==> config.mk <==
export PLATFORM = sky130hd
export DESIGN_NAME = nv_nvdla_cdma_wt_wgs_splitter_flat
export DESIGN_NICKNAME = d
export VERILOG_FILES = /design/src/rtl/nv_nvdla_cdma_wt_wgs_splitter_if.sv /design/src/rtl/nv_nvdla_cdma_wt_wgs_splitter.sv /design/src/flat_wrapper.sv
export SDC_FILE = /design/constraint.sdc
export NUM_CORES = 1
export LEC_CHECK = 0
export ABC_CLOCK_PERIOD_IN_PS = 11800
export CORE_ASPECT_RATIO = 0.8
export CORE_UTILIZATION = 56
export CTS_CLUSTER_DIAMETER = 120
export CTS_CLUSTER_SIZE = 25
export DETAILED_ROUTE_END_ITERATION = 10
export HOLD_SLACK_MARGIN = 0.02
export PLACE_DENSITY = 0.95
export SETUP_SLACK_MARGIN = 0.5
export SLEW_MARGIN = 10
export SYNTH_ARGS = -nofsm -noshare
export SYNTH_HDL_FRONTEND = slang
export SYNTH_SLANG_ARGS = --single-unit
==> constraint.sdc <==
create_clock -name clk -period 11.8 [get_ports clk]
set_input_delay 1.77 -clock clk [delete_from_list [all_inputs] [get_ports clk]]
set_output_delay 1.77 -clock clk [all_outputs]
set_load 0.05 [all_outputs]
==> src/rtl/nv_nvdla_cdma_wt_wgs_splitter_if.sv <==
// Handshake bundle between the WGS FIFO, the weight splitter and the weight DMA.
// The master modport is the splitter side; slave is the FIFO/DMA side.
interface nv_nvdla_cdma_wt_wgs_splitter_if #(
    parameter int BURST_W = 3
);
    logic               wgs_rd_req;
    logic               wgs_rd_ready;
    logic [31:0]        wgs_rd_data;
    logic               dma_req_valid;
    logic               dma_req_ready;
    logic [31:0]        dma_req_addr;
    logic [BURST_W-1:0] dma_req_size;

    modport master (
        input  wgs_rd_req,
        input  wgs_rd_data,
        input  dma_req_ready,
        output wgs_rd_ready,
        output dma_req_valid,
        output dma_req_addr,
        output dma_req_size
    );

    modport slave (
        output wgs_rd_req,
        output wgs_rd_data,
        output dma_req_ready,
        input  wgs_rd_ready,
        input  dma_req_valid,
        input  dma_req_addr,
        input  dma_req_size
    );
endinterface

==> src/rtl/nv_nvdla_cdma_wt_wgs_splitter.sv <==
// Splits CDMA weight-group descriptors into MAX_BURST-aligned weight DMA reads.
// Optional perf counters are built when NV_NVDLA_CDMA_WT_WGS_SPLIT_PERF_EN is defined.
module nv_nvdla_cdma_wt_wgs_splitter #(
    parameter int MAX_BURST = 8,
    parameter int BURST_W   = 3
) (
    input  logic        clk,
    input  logic        reset_,
    nv_nvdla_cdma_wt_wgs_splitter_if.master bus,
    input  logic        layer_start,
    input  logic [31:0] reg2dp_weight_addr,
    output logic        busy,
    output logic        layer_done
`ifdef NV_NVDLA_CDMA_WT_WGS_SPLIT_PERF_EN
    ,
    output logic [31:0] perf_burst_cnt,
    output logic [31:0] perf_stall_cnt
`endif
);

    typedef enum logic [1:0] {IDLE, FETCH, ISSUE, DONE} state_t;

    state_t           state;
    logic [26:0]      addr_atom;
    logic [15:0]      remaining;
    logic             last_grp;

    logic [15:0]      fetch_cnt;
    logic             fetch_last;
    logic [BURST_W:0] fetch_n;
    logic [BURST_W:0] cur_n;
    logic [BURST_W:0] nx_n;
    logic [26:0]      addr_nx;
    logic [15:0]      rem_nx;
    logic             unused_bits;

    // Atoms left before the next MAX_BURST boundary, clipped to what the group still needs.
    function automatic logic [BURST_W:0] burst_atoms(input logic [15:0] rem,
                                                     input logic [26:0] atom);
        logic [BURST_W:0] room;
        room = (BURST_W+1)'(MAX_BURST) - {1'b0, atom[BURST_W-1:0]};
        if (rem < 16'(room))
            return rem[BURST_W:0];
        return room;
    endfunction

    assign fetch_cnt  = bus.wgs_rd_data[15:0];
    assign fetch_last = bus.wgs_rd_data[16];
    assign fetch_n    = burst_atoms(fetch_cnt, addr_atom);
    assign cur_n      = burst_atoms(remaining, addr_atom);
    assign addr_nx    = addr_atom + 27'(cur_n);
    assign rem_nx     = remaining - 16'(cur_n);
    // Precompute the follow-on burst so the next request appears the cycle after acceptance.
    assign nx_n       = burst_atoms(rem_nx, addr_nx);

    assign unused_bits = ^{reg2dp_weight_addr[4:0], bus.wgs_rd_data[31:17]};

    always_ff @(posedge clk or negedge reset_) begin
        if (!reset_) begin
            state             <= IDLE;
            addr_atom         <= '0;
            remaining         <= '0;
            last_grp          <= 1'b0;
            bus.wgs_rd_ready  <= 1'b0;
            bus.dma_req_valid <= 1'b0;
            bus.dma_req_addr  <= '0;
            bus.dma_req_size  <= '0;
            busy              <= 1'b0;
            layer_done        <= 1'b0;
        end else begin
            case (state)
                IDLE: begin
                    if (layer_start) begin
                        addr_atom        <= reg2dp_weight_addr[31:5];
                        state            <= FETCH;
                        bus.wgs_rd_ready <= 1'b1;
                        busy             <= 1'b1;
                    end
                end
                FETCH: begin
                    if (bus.wgs_rd_req) begin
                        remaining <= fetch_cnt;
                        last_grp  <= fetch_last;
                        if (fetch_cnt != 16'd0) begin
                            state             <= ISSUE;
                            bus.wgs_rd_ready  <= 1'b0;
                            bus.dma_req_valid <= 1'b1;
                            bus.dma_req_addr  <= {addr_atom, 5'b0};
                            bus.dma_req_size  <= BURST_W'(fetch_n - 1'b1);
                        end else if (fetch_last) begin
                            state            <= DONE;
                            bus.wgs_rd_ready <= 1'b0;
                            layer_done       <= 1'b1;
                        end
                    end
                end
                ISSUE: begin
                    if (bus.dma_req_ready) begin
                        addr_atom <= addr_nx;
                        remaining <= rem_nx;
                        if (rem_nx == 16'd0) begin
                            bus.dma_req_valid <= 1'b0;
                            if (last_grp) begin
                                state      <= DONE;
                                layer_done <= 1'b1;
                            end else begin
                                state            <= FETCH;
                                bus.wgs_rd_ready <= 1'b1;
                            end
                        end else begin
                            bus.dma_req_addr <= {addr_nx, 5'b0};
                            bus.dma_req_size <= BURST_W'(nx_n - 1'b1);
                        end
                    end
                end
                DONE: begin
                    layer_done <= 1'b0;
                    busy       <= 1'b0;
                    state      <= IDLE;
                end
                default: state <= IDLE;
            endcase
        end
    end

`ifdef NV_NVDLA_CDMA_WT_WGS_SPLIT_PERF_EN
    logic perf_clr;
    assign perf_clr = (state == IDLE) && layer_start;

    // Saturating counters; cleared when a new layer is accepted.
    always_ff @(posedge clk or negedge reset_) begin
        if (!reset_) begin
            perf_burst_cnt <= '0;
            perf_stall_cnt <= '0;
        end else if (perf_clr) begin
            perf_burst_cnt <= '0;
            perf_stall_cnt <= '0;
        end else if (bus.dma_req_valid) begin
            if (bus.dma_req_ready && perf_burst_cnt != 32'hFFFF_FFFF)
                perf_burst_cnt <= perf_burst_cnt + 32'd1;
            if (!bus.dma_req_ready && perf_stall_cnt != 32'hFFFF_FFFF)
                perf_stall_cnt <= perf_stall_cnt + 32'd1;
        end
    end
`endif

endmodule

==> src/flat_wrapper.sv <==
// flat-port wrapper written by rule: the top's interface ports become plain ports
module nv_nvdla_cdma_wt_wgs_splitter_flat 
#(
    parameter int MAX_BURST = 8,
    parameter int BURST_W   = 3
)
  (clk, reset_, layer_start, reg2dp_weight_addr, busy, layer_done, bus_wgs_rd_req, bus_wgs_rd_data, bus_dma_req_ready, bus_wgs_rd_ready, bus_dma_req_valid, bus_dma_req_addr, bus_dma_req_size);
  nv_nvdla_cdma_wt_wgs_splitter_if #(.BURST_W(BURST_W)) bus_i ();
  input  logic clk;
  input  logic reset_;
  input  logic layer_start;
  input  logic [31:0] reg2dp_weight_addr;
  output logic busy;
  output logic layer_done;
  input wire logic [$bits(bus_i.wgs_rd_req)-1:0] bus_wgs_rd_req;
  input wire logic [$bits(bus_i.wgs_rd_data)-1:0] bus_wgs_rd_data;
  input wire logic [$bits(bus_i.dma_req_ready)-1:0] bus_dma_req_ready;
  output wire logic [$bits(bus_i.wgs_rd_ready)-1:0] bus_wgs_rd_ready;
  output wire logic [$bits(bus_i.dma_req_valid)-1:0] bus_dma_req_valid;
  output wire logic [$bits(bus_i.dma_req_addr)-1:0] bus_dma_req_addr;
  output wire logic [$bits(bus_i.dma_req_size)-1:0] bus_dma_req_size;
  assign bus_i.wgs_rd_req = bus_wgs_rd_req;
  assign bus_i.wgs_rd_data = bus_wgs_rd_data;
  assign bus_i.dma_req_ready = bus_dma_req_ready;
  assign bus_wgs_rd_ready = bus_i.wgs_rd_ready;
  assign bus_dma_req_valid = bus_i.dma_req_valid;
  assign bus_dma_req_addr = bus_i.dma_req_addr;
  assign bus_dma_req_size = bus_i.dma_req_size;
  nv_nvdla_cdma_wt_wgs_splitter #(.MAX_BURST(MAX_BURST), .BURST_W(BURST_W)) u_core (.clk(clk), .reset_(reset_), .bus(bus_i), .layer_start(layer_start), .reg2dp_weight_addr(reg2dp_weight_addr), .busy(busy), .layer_done(layer_done));
endmodule
==> flow_summary.ini <==
[floorplanning]
fp-row-count = 31
core_um2 = 9040
dieArea_um2 = 9710
dieWidth_um = 110
io_pins = 108
start_util_pct = 57.8
chipHeight_um = 88.4

[critical_path]
worstPathRequired_ps = 12070
crit_chain = or4_4 > or4_4 > or4_1 > nor2_1 > nand2_1 > o21ai_0 > inv_1 > ha_1 > or4_4 > or4_4 > a2111oi_4 > xor2_1 > nor4_2 > nand3_1 > mux2i_1 > a21oi_1 > ha_1 > or4_1 > a31oi_1
critPathLaunchType = flip-flop
cp_slowest_cell = nor4_2
worstReg2RegStart = u_core.remaining[4]$_DFFE_PN0P_
cp_max_fo = 9
critPathCaptureType = flip-flop
cp_data_arrival_time_ps = 7040
slowest_delay_ps = 660
critPathKind = reg -> reg
cp_top_family = simple AND/OR/NAND/NOR gates
crit_start = u_core.remaining[4]$_DFFE_PN0P_
r2r_slack_ps = 5030
crit_path_frequent_cell = or4_4
cp_num_buf_inv = 1

[global_route]
use_met3_pct = 6.77
top_usage_layer = met2
grt_use_met1_pct = 40.7
track_usage_pct = 29.7
grt_max_degree = 81
grt_pass1_wl_um = 22400
use_met2_pct = 46.1
grt-ovfl-total = 0
grt_pass1_vias = 4799
antenna_found_initial = 0

[placed_design]
place_area_um2 = 6090
place_hpwl_um = 9380
gp_congestion = 0.916
io_buffer_count = 82

[timing]
period_share_pct = 57.4
rsz0062_at_grt = no
finalSetupTns_ps = 0
maxSlewViolCount = 0
relSlewSlack_pct = 31.6
worstMarginPinSlew_ps = 1030
report.final.hold_viol_count = 0
min_period_ps = 6770
skew_ps = 8.20
setup-violations-final = 0
fmax_mhz = 148

[drt]
drt_iter0_drc = 442
finalWirelength_um = 13900
routed-via-count = 5122
dr.pass1.iters = 5
avgRoutedWirePerCell_um = 16.8
drcViolationCount = 0
routed_via_density = 6.20
drtAntennaViolNets = 0

[logic_synthesis]
synth-simple-area-share_pct = 19.3
yosys.area_share.xor_xnor_pct = 5.37
synth_top_family_by_area = compound AO/OA/AOI/OAI gates
synth_compound_area_share_pct = 25.1
synth_area_leaders = dfrtp_1 (38%), a21oi_1 (9.7%), nor2_1 (6.7%), o21ai_0 (5.8%), xnor2_1 (4.4%)
synth_edf_count = 0
yosysSeqAreaShare_pct = 38.4
synthMuxAreaShare_pct = 1.63
syn_area_um2 = 5220
synth.avg_cell_area_um2 = 8.14
synth_top_area_share_pct = 38.4
ys_seq_elements = 80
synth_flop_cell = dfrtp_1
postSynth.asyncResetShare_pct = 100
yosysWarnings = 0
synth_fa_ha_area_share_pct = 4.79
syn_inst = 641
synth_top_cell_by_area = dfrtp_1
ys_types = 58

[cts]
postCtsSetupBuffers = 0
htreeDepth = 3
cts_resized = 0
clk_pin_slew_ps = 70
ctsLongestPathBuffers = 2
cts_buffers = 9
clock_latency_ps = 340
root_buffer = clkbuf_16
clkSinkCount = 80
ctsHoldBuffers = 0
cts_tree = done

[layout]
multi_input_area_um2 = 2980
seqCellArea_um2 = 2000
syn2layout_area_growth_pct = 23.2
drive_gt1_share_pct = 7.59
fillers = 627
stdcell_area_um2 = 6430
num_antenna_cells = 0
nets = 793

[pwr]
ir_worst_vdd_v = 0.000243
power.density_nw_per_um2 = 363
leakage_nw = 2.53

[worst_hold_path]
worstHoldPathType = reg -> reg
hp-start = u_core.bus.dma_req_addr[6]$_DFFE_PN0P_

[status]
outcome = finished clean

[flow_run]
max_cap_viol_count = 0
==> worst register-to-register path, delay by kind of cell (launching register included) <==
kind                     cells  cell delay [ps]
adder cells (fa/ha/maj)      2              500
multiplexers                 1              220
flip-flops                   1              460
XOR/XNOR                     1              130
AND/OR/NAND/NOR             10             4480
buffers and inverters        1               80
AO/OA/AOI/OAI                4              820
==> final timing paths <==
kind                                                      endpoint  depth (start not counted)
hold / removal              u_core.bus.dma_req_addr[6]$_DFFE_PN0P_                          1
setup reg to reg            u_core.bus.dma_req_size[2]$_DFFE_PN0P_                         19
max in group asynchronous          u_core.remaining[4]$_DFFE_PN0P_                          1
hold reg to reg             u_core.bus.dma_req_addr[6]$_DFFE_PN0P_                          1
min in group asynchronous  u_core.bus.dma_req_addr[12]$_DFFE_PN0P_                          1
setup / recovery            u_core.bus.dma_req_size[2]$_DFFE_PN0P_                         19
==> cell usage in the layout, fill, tap and decap left out, types with 8 or more instances in the layout <==
master	synthesis	layout
nand3_1	14	14
o22ai_1	17	17
clkbuf_16	0	9
nor4_1	13	13
ha_1	16	16
dfrtp_1	80	80
nor2_1	93	92
nand2_1	35	35
inv_1	27	27
or2_2	8	8
o21ai_0	60	60
nor3_1	13	13
xnor2_1	26	26
clkdlybuf4s50_1	0	81
a21oi_1	101	101
==> routing by layer <==
metal,part of all wire [%],vias to the layer above
li1,-,2418
met1,42,2408
met2,47,257
met3,8.3,39
met4,2.3,0
met5,0,-
==> cells by family after synthesis <==
family	Yosys count
buffers and inverters	65
flip-flops	80
AND/OR/NAND/NOR	210
other	1
XOR/XNOR	32
adder cells (fa/ha/maj)	19
AO/OA/AOI/OAI	226
multiplexers	8
==> final cells by class <==
cell class | instances | area share, %
multi-input combinational | 500 | 46.3
inverter | 27 | 1.58
sequential | 80 | 31.1
timing repair buffer | 88 | 13.4
clock inverter | 7 | 1.83
tap | 115 | 2.24
clock buffer | 9 | 3.50
==> through the flow <==
stage	setup slack (ps)	power, mW	utilization, %	cells	hold slack [ps]
5_1_grt	4760	2.49	71.1	826	526
2_1_floorplan	5840	1.58	-	645	478
3_5_place_dp	5150	1.96	67.4	810	487
4_1_cts	5120	2.31	71.1	826	502
3_3_place_gp	5290	1.88	67.4	810	471
6_report	5030	2.33	71.1	826	509
==> power by group <==
part	switching, mW	total [mW]	internal [mW]
Clock	0.120	0.328	0.208
Combinational	0.916	1.45	0.532
Sequential	0.146	0.557	0.410
Total	1.18	2.33	1.15
==> synthesized netlist by cell type, drive strengths merged, types with 6 or more instances <==
cell type	count
or2	9
a21oi	101
nand3	14
buf	14
xnor2	26
ha	16
a211oi	7
nor3	13
nand2	35
or4	6
xor2	6
dfrtp	80
a21o	7
nor2	95
clkbuf	24
o22ai	17
nand4	7
o21ai	60
inv	27
nor4	14
a31oi	7
==> sequential cells by signal, indices dropped and copies added (netlist names), 2 cells and up <==
signal / flops
u_core.addr_atom: 27
u_core.state: 2
u_core.bus.dma_req_addr: 27
u_core.bus.dma_req_size: 3
u_core.remaining: 16
Power figures use the tool's default switching activity.
